### config.mk
export PLATFORM = sky130hd
export DESIGN_NAME = mem_wb_stage
export DESIGN_NICKNAME = d
export VERILOG_FILES = /design/src/rtl/mem_wb_stage_pkg.sv /design/src/rtl/mem_wb_reg.sv /design/src/rtl/mem_wb_stage.sv
export SDC_FILE = /design/constraint.sdc
export NUM_CORES = 1
export LEC_CHECK = 0
export BUFFER_PORTS_ARGS = -buffer_cell sky130_fd_sc_hd__buf_4
export CAP_MARGIN = 10
export CELL_PAD_IN_SITES_DETAIL_PLACEMENT = 2
export CELL_PAD_IN_SITES_GLOBAL_PLACEMENT = 2
export CORE_UTILIZATION = 30
export CTS_CLUSTER_DIAMETER = 50
export DETAILED_ROUTE_END_ITERATION = 6
export GPL_ROUTABILITY_DRIVEN = 0
export GPL_TIMING_DRIVEN = 0
export PLACE_DENSITY_LB_ADDON = 0.1
export SLEW_MARGIN = 40
export SYNTH_ARGS = -nofsm -noshare
export SYNTH_HDL_FRONTEND = slang
export SYNTH_SLANG_ARGS = --single-unit
### constraint.sdc
create_clock -name clk -period 2.75 [get_ports clk]
set_clock_uncertainty 0.05 [all_clocks]
set_input_delay 0.55 -clock clk [delete_from_list [all_inputs] [get_ports clk]]
set_output_delay 0.55 -clock clk [all_outputs]
set_load 0.01 [all_outputs]
### src/rtl/mem_wb_stage_pkg.sv
// Shared types and constants for the MEM/WB stage: FSM states, pipeline bundles and
// the default data-memory base address.
package mem_wb_stage_pkg;

    typedef enum logic {StIdle, StAccess} state_e;

    localparam int unsigned DataBaseDefault = 1024;
    localparam logic [4:0]  RegZero         = 5'd0;

    typedef struct packed {
        logic [31:0] alu_result;
        logic [31:0] st_val;
        logic [4:0]  dest;
        logic        mem_r_en;
        logic        mem_w_en;
        logic        wb_en;
    } ex_mem_t;

    typedef struct packed {
        logic        wb_en;
        logic [4:0]  dest;
        logic [31:0] data;
    } mem_wb_t;

endpackage

### src/rtl/mem_wb_reg.sv
// MEM/WB pipeline register: loads every cycle, clears to a bubble on request and never
// enables a write to register zero.
module mem_wb_reg
    import mem_wb_stage_pkg::*;
(
    input  logic        clk_i,
    input  logic        rst_ni,
    input  logic        bubble_i,
    input  logic        wb_en_i,
    input  logic [4:0]  dest_i,
    input  logic [31:0] data_i,
    output logic        wb_en_o,
    output logic [4:0]  dest_o,
    output logic [31:0] data_o
);

    mem_wb_t wb_q, wb_d;

    always_comb begin
        wb_d = '0;
        if (!bubble_i) begin
            wb_d.wb_en = wb_en_i & (dest_i != RegZero);
            wb_d.dest  = dest_i;
            wb_d.data  = data_i;
        end
    end

    always_ff @(posedge clk_i or negedge rst_ni) begin
        if (!rst_ni) begin
            wb_q <= '0;
        end else begin
            wb_q <= wb_d;
        end
    end

    assign wb_en_o = wb_q.wb_en;
    assign dest_o  = wb_q.dest;
    assign data_o  = wb_q.data;

endmodule

### src/rtl/mem_wb_stage.sv
// MEM/WB stage: issues loads/stores to a handshaked data memory, stalls upstream while an
// access is outstanding, aborts after TIMEOUT cycles and drives the register-file write port.
module mem_wb_stage
    import mem_wb_stage_pkg::*;
#(
    parameter int unsigned DATA_BASE = DataBaseDefault,
    parameter int unsigned ADDR_W    = 8,
    parameter int unsigned TIMEOUT   = 16
) (
    input  logic              clk,
    input  logic              rst,
    input  logic [31:0]       ALU_Result,
    input  logic [31:0]       ST_Val,
    input  logic [4:0]        Dest,
    input  logic              MEM_R_EN,
    input  logic              MEM_W_EN,
    input  logic              WB_EN,
    output logic              mem_req,
    output logic              mem_we,
    output logic [ADDR_W-1:0] mem_addr,
    output logic [31:0]       mem_wdata,
    input  logic              mem_ack,
    input  logic [31:0]       mem_rdata,
    output logic              freeze,
    output logic              WB_Write_Enable,
    output logic [4:0]        WB_Dest,
    output logic [31:0]       WB_Data,
    output logic              mem_err
);

    localparam int unsigned CntW = $clog2(TIMEOUT + 2);

    state_e          state_q, state_d;
    logic [CntW-1:0] cnt_q, cnt_d;
    ex_mem_t         ex_mem;
    logic            mem_op;
    logic            timeout_hit;
    logic            abort;
    logic            latch;
    logic            freeze_raw;
    logic            wb_bubble;
    mem_wb_t         wb_next;
    logic [ADDR_W-1:0] word_addr;

    logic              mem_req_q, mem_we_q, mem_err_q;
    logic [ADDR_W-1:0] mem_addr_q;
    logic [31:0]       mem_wdata_q, lat_result_q;
    logic [4:0]        lat_dest_q;
    logic              lat_wb_en_q;

    assign ex_mem = '{alu_result: ALU_Result, st_val: ST_Val, dest: Dest,
                      mem_r_en: MEM_R_EN, mem_w_en: MEM_W_EN, wb_en: WB_EN};
    assign mem_op = ex_mem.mem_r_en | ex_mem.mem_w_en;

    // Word offset from the data base; wraps modulo the memory size.
    assign word_addr = ADDR_W'((ex_mem.alu_result - 32'(DATA_BASE)) >> 2);

    assign timeout_hit = (TIMEOUT != 0) && (cnt_q == CntW'(TIMEOUT - 1));
    assign abort       = (state_q == StAccess) && !mem_ack && timeout_hit;
    assign latch       = (state_q == StIdle) && mem_op;

    always_ff @(posedge clk or negedge rst) begin
        if (!rst) begin
            state_q <= StIdle;
            cnt_q   <= '0;
        end else begin
            state_q <= state_d;
            cnt_q   <= cnt_d;
        end
    end

    always_comb begin
        state_d = state_q;
        cnt_d   = '0;
        unique case (state_q)
            StIdle: begin
                if (mem_op) state_d = StAccess;
            end
            StAccess: begin
                if (mem_ack || timeout_hit) begin
                    state_d = StIdle;
                end else begin
                    cnt_d = cnt_q + CntW'(1);
                end
            end
            default: state_d = StIdle;
        endcase
    end

    always_comb begin
        freeze_raw = 1'b0;
        wb_bubble  = 1'b1;
        wb_next    = '0;
        unique case (state_q)
            StIdle: begin
                freeze_raw = mem_op;
                if (!mem_op) begin
                    wb_bubble = 1'b0;
                    wb_next   = '{wb_en: ex_mem.wb_en, dest: ex_mem.dest,
                                  data: ex_mem.alu_result};
                end
            end
            StAccess: begin
                freeze_raw = !mem_ack && !timeout_hit;
                if (mem_ack) begin
                    wb_bubble = 1'b0;
                    wb_next   = '{wb_en: lat_wb_en_q, dest: lat_dest_q,
                                  data: mem_we_q ? lat_result_q : mem_rdata};
                end
            end
            default: ;
        endcase
    end

    assign freeze = rst & freeze_raw;

    always_ff @(posedge clk or negedge rst) begin
        if (!rst) begin
            mem_req_q    <= 1'b0;
            mem_we_q     <= 1'b0;
            mem_addr_q   <= '0;
            mem_wdata_q  <= '0;
            lat_result_q <= '0;
            lat_dest_q   <= '0;
            lat_wb_en_q  <= 1'b0;
            mem_err_q    <= 1'b0;
        end else begin
            mem_req_q <= (state_d == StAccess);
            mem_err_q <= mem_err_q | abort;
            if (latch) begin
                // A load with a store flag set still loads; the store is dropped.
                mem_we_q     <= ex_mem.mem_w_en & ~ex_mem.mem_r_en;
                mem_addr_q   <= word_addr;
                mem_wdata_q  <= ex_mem.st_val;
                lat_result_q <= ex_mem.alu_result;
                lat_dest_q   <= ex_mem.dest;
                lat_wb_en_q  <= ex_mem.wb_en;
            end
        end
    end

    assign mem_req   = mem_req_q;
    assign mem_we    = mem_we_q;
    assign mem_addr  = mem_addr_q;
    assign mem_wdata = mem_wdata_q;
    assign mem_err   = mem_err_q;

    mem_wb_reg u_mem_wb_reg (
        .clk_i    (clk),
        .rst_ni   (rst),
        .bubble_i (wb_bubble),
        .wb_en_i  (wb_next.wb_en),
        .dest_i   (wb_next.dest),
        .data_i   (wb_next.data),
        .wb_en_o  (WB_Write_Enable),
        .dest_o   (WB_Dest),
        .data_o   (WB_Data)
    );

endmodule

==> results.md <==
- Status: finished clean
- RSZ-0062 raised after global routing: no
- GRT overflow: 0
- Vias per cell: 4.702
- Crit share post-route: between 90 and 100%
- Total Power: between 6 and 7 mW
- Critical Path RT: roughly 2200 ps
- First-pass GRT wire length: 22.61 mm
- Top Usage Layer GRT: met2
- Die Span Y: 126.6 um
- Largest stage delay on the critical path: around 390 ps
- Synthesized net count: roughly 450
- Non-Filler Instances: about 760
- Layout area overhead: 50.91%
- Mean Syn Cell Area: between 10 and 15 um^2
- Routed WL per cell: 18.57 um
- Filler instances: 1532
- Max Root-Sink Buffers: 2
- Initial core utilization: a little under a third
- Inst Count DP: approximately 720
- Vias: between 3000 and 4000
- Antenna violations before repair: 0
- Area contributors post-synth: dfrtp_1 (62%), mux2_2 (17%), mux2i_1 (6.9%)
- Yosys warnings: 0
- DRC viols: 0
- Clock transition at path regs: around 50 ps
- Critical path peak fanout: 2
- Setup Viol. Count Final: 0
- Top-level I/O count: around 190
- Vias in the first global route: between 4000 and 5000
- Sequential-to-total area share from yosys stat: around 62%
- Max VDD drop: approximately 0.44 mV
- I/O Buffers: about 190
- Core footprint: about 15000 um^2
- DIE AREA: 16030 um^2
- R2R Setup Slk: 740 ps
- CP dominant cell by count: ha_2
- Pint: approximately 4.7 mW
- Dpl ws: -89.37 ps
- Sequential power share: 37.0%
- Crit-path cells: ha_2 -> and3_1 -> ha_2 -> or3_4 -> nand2_2 -> and2_1 -> buf_4
- Mapped Cells: 345
- Slew HR: 51.88%
- Share of the synthesized area in the top cell type: approximately 62%
- Die width: 126.6 um
- GR met3 Demand/Resource: under 10%
- Seq cells post-synth: between 100 and 150
- Reg2Reg Launch Point: mem_req$_DFF_PN0_
- Max-cap viol count: 0
- Fin. Hold Viols: 0
- Fin crit period: ~2700 ps
- Final wirelength: between 10 and 15 mm
- DR iter-0 viols: 50
- Fmax: between 300 and 400 MHz
- Power Density: around 940 nW/um^2
- CP Capture Type: output pin
- Post-Syn Area: roughly 4700 um^2
- WP data arrival: ~2000 ps
- H-Tree Depth: 4
- Clock root buffer master: clkbuf_16
- Worst min-delay path category: in2async
- Final Max Slew Viols: 0
- Num rows: 45
- Share of layout cells above drive strength 1: between 50 and 60%
- Ant diodes: 0
- Clock Sink Count: between 100 and 150
- Switching share of power: 28.56%
- Fin area: approximately 7000 um^2
- Hpwl dp: between 10 and 15 mm
- Met2 usage: 33.54%
- Final Util: a little under half
- R2R cell count: 4
- Placed Instance Area: 6339 um^2
- Fin worst setup slack: roughly 90 ps
- 1st-pass router iterations: 4
- Startpoint types: flip-flop
- Total CTS buffers: 17
- Clock Power Share: about a third
- Yosys top cell by area: dfrtp_1
- Worst-Skew Late Latency: 420 ps
- Largest net degree at the start of global routing: 63
- Nets@finish: around 670
- Leakage power: ~3.4 nW
- Reg-to-Reg End: u_mem_wb_reg.data_o[2]$_DFF_PN0_
- Antenna Nets Post-Route: 0
- Worst setup path category: reg2out
- Slowest CP cell: or3_4
- Cell variety after synth: 25
- Least-Margin Pin Slew: slightly above 700 ps
- Met1 global-route usage: a little over a fifth
- TritonCTS clock tree: done
- Logic gate share of total power: between 20% and 30%
- Overall Global Routing Usage: 19.09%
- P_sw: about 1.9 mW
-- cell usage after synthesis, drive strengths merged --
| library cell | count |
|---|---|
| a2bb2oi | 1 |
| a32o | 4 |
| nor2 | 6 |
| xnor2 | 1 |
| ha | 2 |
| or4 | 1 |
| a21oi | 2 |
| mux2 | 70 |
| buf | 18 |
| inv | 4 |
| nor3 | 1 |
| clkbuf | 8 |
| and2 | 2 |
| and3 | 1 |
| or3 | 1 |
| nand2 | 36 |
| mux2i | 32 |
| a31o | 1 |
| nand3 | 3 |
| xor2 | 1 |
| dfrtp | 116 |
| o21ai | 34 |
-- per-stage QoR --
step           hold slack [ps]  TNS [ps]
2_1_floorplan            204.4         0
3_3_place_gp             400.0    -35.77
3_5_place_dp             415.4    -89.37
4_1_cts                  46.95         0
5_1_grt                  58.86         0
6_report                 56.41         0
-- area by class of cell --
| cell class | instances | area, um^2 | area share [%] |
|---|---|---|---|
| well taps | 188 | 235.2 | 3.347 |
| clock inverters | 9 | 101.3 | 1.442 |
| clock buffers | 23 | 488.0 | 6.943 |
| repair buffers | 197 | 1531 | 21.79 |
| multi-input cells | 199 | 1615 | 22.98 |
| plain buffers | 25 | 138.9 | 1.976 |
| flip-flops and latches | 116 | 2903 | 41.30 |
| inverters | 4 | 15.01 | 0.2136 |
-- cell usage in the layout (no fill, tap or decap), types with 2 or more instances in the layout --
cell and n:
clkinv_2 5, clkbuf_1 9, nor2_1 6, clkbuf_8 4, clkbuf_16 17, buf_4 198
inv_1 3, ha_2 2, buf_2 9, a21oi_1 2, mux2_2 70, and2_1 2
dfrtp_1 116, dlygate4sd3_1 5, o21ai_0 33, nand2_1 35, nand3_1 3, mux2i_1 32
a32o_1 4, bufinv_16 2
-- routing by layer --
layer	wire (um)	vias up
li1	-	1621
met1	5627	1831
met2	7484	113
met3	873	13
met4	149	0
met5	0	-
-- sequential cells by signal, indices dropped and copies added, names as in the netlist --
name / flops
lat_wb_en_q: 1
mem_err: 1
mem_addr: 7
lat_dest_q: 5
u_mem_wb_reg.dest_o: 5
mem_wdata: 32
mem_we: 1
mem_req: 1
cnt_q: 5
u_mem_wb_reg.wb_en_o: 1
lat_result_q: 25
u_mem_wb_reg.data_o: 32
-- worst max path at each step --
stage                            start     end  slack (ps)  depth (start not counted)
floorplan           cnt_q[0]$_DFF_PN0_  freeze         540                          7
global placement              MEM_W_EN  freeze         -40                          6
detailed placement            MEM_W_EN  freeze         -90                          6
CTS                 cnt_q[1]$_DFF_PN0_  freeze          30                          7
global route        cnt_q[0]$_DFF_PN0_  freeze           7                          7
finish              cnt_q[0]$_DFF_PN0_  freeze          90                          7
-- worst max-delay path, delay by kind of cell, from the launching register on --
kind,cells,cell delay [ps]
simple gates,4,770
flops,1,380
fa+ha+maj,2,370
buf+inv,1,110
-- cell families after synthesis --
| group | Yosys count | synth area share (%) |
|---|---|---|
| xor gates and xnor gates | 2 | 0.3762 |
| and+or+nand+nor | 51 | 4.514 |
| AOI/OAI and AO/OA | 42 | 5.105 |
| adders and majority gates | 2 | 0.5373 |
| muxes | 102 | 23.80 |
| DFF | 116 | 62.33 |
| buffers and inverters | 30 | 3.332 |
-- repair_timing --
item	CTS	global route
hold endpoints to repair	1	0
pin swaps	1	0
setup endpoints to repair	1	1
resized for setup	4	2
hold buffers	6	0
setup buffers	2	0
-- power groups by stage --
stage | clock, mW | sequential (mW) | combinational [mW]
2_1_floorplan | 0 | 2.56 | 0.894
3_3_place_gp | 0 | 2.44 | 1.90
3_5_place_dp | 0 | 2.48 | 1.98
4_1_cts | 2.26 | 2.45 | 2.01
5_1_grt | 2.33 | 2.51 | 2.13
6_report | 2.19 | 2.45 | 1.96
No activity file was read; power rests on OpenSTA's default activity.
